File: src/rtl/cpu8_pkg.sv
// cpu8_pkg: shared types and constants for the 8-bit Von Neumann CPU.
package cpu8_pkg;
   typedef enum logic [1:0] {
      PC_RESET     = 2'b00,
      PC_NOTHING   = 2'b01,
      PC_INCREMENT = 2'b10,
      PC_JUMP      = 2'b11
   } pc_op_e;
   typedef enum logic [2:0] {
      FS_PC_RST,
      FS_ADDR_HI,
      FS_ADDR_LO,
      FS_CAPT_LO,
      FS_VALID,
      FS_HALT
   } fetch_state_e;
   localparam logic [15:0] HALT_OPCODE_DEF = 16'hFFFF;
endpackage

File: src/rtl/instr_fetch.sv
// instr_fetch: fetches 16-bit instructions as two bytes and hands them to decode.
// Define IFETCH_HALT_EN to stop fetching on HALT_OPCODE.
module instr_fetch
   import cpu8_pkg::*;
#(
   parameter logic [15:0] HALT_OPCODE = HALT_OPCODE_DEF
) (
   input  logic        clk,
   input  logic        rst,
   input  logic [15:0] pc_addr,
   output logic [1:0]  pc_op,
   output logic        mem_own,
   output logic [15:0] mem_addr,
   input  logic [7:0]  mem_q,
   output logic [15:0] instr,
   output logic        instr_valid,
   input  logic        instr_ready,
   input  logic        jump_req,
   output logic        halted
);
`ifdef IFETCH_HALT_EN
   localparam bit HALT_EN = 1'b1;
`else
   localparam bit HALT_EN = 1'b0;
`endif
   fetch_state_e r_state, w_next;
   logic [15:0]  r_instr;
   logic [15:0]  w_addr_inc;
   logic         w_halt_hit;
   pc_op_e       w_pc_op;
   assign w_addr_inc = pc_addr + 16'd1;
   // high byte is already in the register while the low byte sits on mem_q
   assign w_halt_hit = HALT_EN && ({r_instr[15:8], mem_q} == HALT_OPCODE);
   always_comb begin
      w_next      = r_state;
      w_pc_op     = PC_NOTHING;
      mem_own     = 1'b0;
      mem_addr    = '0;
      instr_valid = 1'b0;
      case (r_state)
         FS_PC_RST: begin
            w_pc_op = PC_RESET;
            w_next  = FS_ADDR_HI;
         end
         FS_ADDR_HI: begin
            mem_own  = 1'b1;
            mem_addr = pc_addr;
            w_next   = FS_ADDR_LO;
         end
         FS_ADDR_LO: begin
            mem_own  = 1'b1;
            mem_addr = w_addr_inc;
            w_next   = FS_CAPT_LO;
         end
         FS_CAPT_LO: begin
            mem_own  = 1'b1;
            mem_addr = w_addr_inc;
            w_pc_op  = PC_INCREMENT;
            w_next   = w_halt_hit ? FS_HALT : FS_VALID;
         end
         FS_VALID: begin
            instr_valid = 1'b1;
            w_pc_op     = (instr_ready && jump_req) ? PC_JUMP : PC_NOTHING;
            w_next      = instr_ready ? FS_ADDR_HI : FS_VALID;
         end
         FS_HALT: w_next = FS_HALT;
         default: w_next = FS_PC_RST;
      endcase
   end
   always_ff @(posedge clk or posedge rst) begin
      if (rst) begin
         r_state <= FS_PC_RST;
         r_instr <= '0;
      end else begin
         r_state <= w_next;
         if (r_state == FS_ADDR_LO) r_instr[15:8] <= mem_q;
         if (r_state == FS_CAPT_LO) r_instr[7:0] <= mem_q;
      end
   end
   assign pc_op  = w_pc_op;
   assign instr  = r_instr;
   assign halted = HALT_EN && (r_state == FS_HALT);
endmodule

File: config.mk
export PLATFORM = sky130hd
export DESIGN_NAME = instr_fetch
export DESIGN_NICKNAME = d
export VERILOG_FILES = /design/src/rtl/cpu8_pkg.sv /design/src/rtl/instr_fetch.sv
export SDC_FILE = /design/constraint.sdc
export NUM_CORES = 1
export LEC_CHECK = 0
export CAP_MARGIN = 20
export CELL_PAD_IN_SITES_DETAIL_PLACEMENT = 1
export CELL_PAD_IN_SITES_GLOBAL_PLACEMENT = 2
export CORE_ASPECT_RATIO = 1.75
export CORE_MARGIN = 2
export CORE_UTILIZATION = 22
export DETAILED_ROUTE_END_ITERATION = 7
export PLACE_DENSITY = 0.8
export SLEW_MARGIN = 0
export SYNTH_ARGS = -nofsm -noshare
export SYNTH_HDL_FRONTEND = slang
export SYNTH_SLANG_ARGS = --single-unit
File: constraint.sdc
create_clock -name clk -period 1.65 [get_ports clk]
set_input_delay 0.2475 -clock clk [delete_from_list [all_inputs] [get_ports clk]]
set_output_delay 0.2475 -clock clk [all_outputs]
set_load 0.05 [all_outputs]
==> results.cfg <==
[global_route]
grt_max_degree = 20
grt.total_usage_pct = 16.4
first_global_vias = 1718
antenna_found_initial = 0
grt_pass1_wl_mm = 8.10
gr-total-overflow = 0

[hold_path]
hp-class = input port to async pin

[clock_tree]
clkLatencyLatePin_ps = 260
clk_pin_slew_ps = 70
root_buffer = clkbuf_8
holdBufCountCts = 0
numCtsBuffers = 3
clockBufferDepth = 2
htree_levels = 1
cts_tree = done
clock_sinks = 19

[detailed_routing]
ant_nets = 0
drc_errors = 0
num_vias = 1562
first_pass_iters = 4
drt_wl_total_mm = 5.31
drt_iter0_drc = 19
wl_per_cell_um = 16.2
via_per_inst = 4.76

[die]
die_x_um = 61.8
coreArea_mm2 = 0.00563
die_h_um = 105
start_util_pct = 22.9
io_pins = 65
row_count = 36
fp.dieArea_mm2 = 0.00650

[logic_synthesis]
synth_top_cell_area_share_pct = 36.9
seq_area_frac_synth_pct = 36.9
ys_types = 44
syn_avg_cell_area_um2 = 9.40
async_flop_share_pct = 100
synth-main-ff-cell = dfrtp_1
syn_area_mm2 = 0.00129
syn_inst = 137
synth_top_cell_by_area = dfrtp_1
synth_edf_count = 0
yosysWarnings = 0
synth_area_leaders = dfrtp_1 (37%), mux2_2 (14%), o21ai_0 (3.5%)
syn-num-nets = 166
yosys_register_bits = 19

[timing]
fmax_ghz = 0.532
fin_skew_ps = 2.14
maxSlewViolCount = 0
rsz0062_at_grt = yes
worst_slack_ps = -228
period_needed_ps = 1880
setup_viol = 18
period_share_pct = 114
hold_viol_final = 0

[outcome]
status = finished, violations left
violations = setup timing

[power]
powerDensity_mw_per_mm2 = 383
ir_drop_uv = 559
leakagePower_uw = 0.00130

[finish]
fin_nets = 282
antenna_cells = 0
post-route-util_pct = 53.8
final_area_mm2 = 0.00303
final_cell_mix = buf_4 (57), buf_6 (18), dfrtp_1 (18)
drive_gt1_share_pct = 71.4
final_common_cell = buf_4
syn2layout_area_growth_pct = 135

[flow_run]
max_cap_viol_count = 0

[critical_path]
crit_path_cell_trace = nand2b_4, or2_4, buf_6, o211a_4, nor2_4, buf_12
cp_slowest_cell = dfrtp_1
worstSetupPathType = register to output pin
crit_path_max_incr_delay_ps = 420
cp_data_required_time_ps = 1400
cp_max_fo = 4
worstRegToRegCells = 5
critPathLaunchType = register
cp_data_arrival_time_ps = 1630
critPathCaptureType = output pin

[place]
dpl_cell_area_mm2 = 0.00253
gp_congestion = 0.837
hpwl_mm = 3.89
port_buffers = 63
preCtsSetupSlack_ps = -680
==> synthesized netlist by cell type, drive strengths merged, types with 2 or more instances <==
| library cell | instances |
|---|---|
| a31oi | 4 |
| a22o | 2 |
| inv | 3 |
| nand2 | 13 |
| o21ai | 11 |
| nor2b | 2 |
| and3 | 3 |
| nor2 | 11 |
| nand3 | 8 |
| dfrtp | 19 |
| nor4 | 3 |
| nand4 | 3 |
| xnor2 | 2 |
| a21oi | 8 |
| nand2b | 5 |
| mux2 | 16 |
| buf | 7 |
==> layer usage <==
layer  vias up  global-route usage [%]  wire [µm]
li1        735                       -          -
met1       750                    15.9       1710
met2        61                    32.0       3170
met3        16                    2.10        224
met4         0                    6.08        199
met5         -                       0          0
==> report_power, final <==
group / internal [µW] / switching (µW) / total [µW]
logic: 167 / 189 / 356
registers: 476 / 5.16 / 481
clock network: 168 / 154 / 322
total: 811 / 348 / 1160
==> state kept, by name, summed over array words and instances, names as in the netlist <==
signal / cells
instr: 16
r_state: 3
==> layout make-up <==
class / instances / area [µm²]
Sequential cell: 19 / 477
Inverter: 3 / 11.3
Clock inverter: 1 / 5.00
Fill cell: 579 / 2600
Clock buffer: 3 / 41.3
Timing Repair Buffer: 118 / 1210
Tap cell: 76 / 95.1
Multi-Input combinational cell: 108 / 1180
==> final timing paths <==
kind	slack (ps)	to	start
hold / removal	300	r_state[1]$_DFF_PP0_	rst
setup reg to reg	140	instr[13]$_DFFE_PP0P_	r_state[2]$_DFF_PP0_
max in group asynchronous	1130	r_state[2]$_DFF_PP0_	rst
hold reg to reg	510	instr[15]$_DFFE_PP0P_	instr[15]$_DFFE_PP0P_
setup / recovery	-230	mem_addr[13]	r_state[1]$_DFF_PP0_
min in group clk	510	instr[15]$_DFFE_PP0P_	instr[15]$_DFFE_PP0P_
==> worst max-delay path, delay by kind of cell (launching register included) <==
kind                   cells  cell delay, ps
and+or+nand+nor            3             540
DFF                        1             420
buffers and inverters      2             280
AOI/OAI and AO/OA          1             140
==> repair_timing <==
action / in CTS / in global routing
setup endpoints to repair: 18 / 20
setup buffers: 11 / 8
cloned: 1 / 0
pin swaps: 18 / 12
gates resized for setup: 98 / 20
==> metrics by stage <==
stage | total power [µW] | TNS [ps] | instances | hold WS (ps)
2_1_floorplan | 613 | -78.0 | 137 | 199
3_3_place_gp | 796 | -6690 | 309 | 491
3_5_place_dp | 803 | -7090 | 309 | 498
4_1_cts | 1150 | -2540 | 322 | 309
5_1_grt | 1200 | -3740 | 328 | 358
6_report | 1160 | -2600 | 328 | 302
==> kinds of logic after synthesis <==
| kind of cell | count (synthesis) | synth area share [%] |
|---|---|---|
| xor+xnor | 3 | 2.04 |
| simple gates | 52 | 24.3 |
| flops | 19 | 36.9 |
| mux | 16 | 14.0 |
| compound gates | 35 | 17.0 |
| fa+ha+maj | 1 | 0.972 |
| other cells | 1 | 0.291 |
| buf+inv | 10 | 4.47 |
Note: power is estimated with default switching activity, not from simulation.
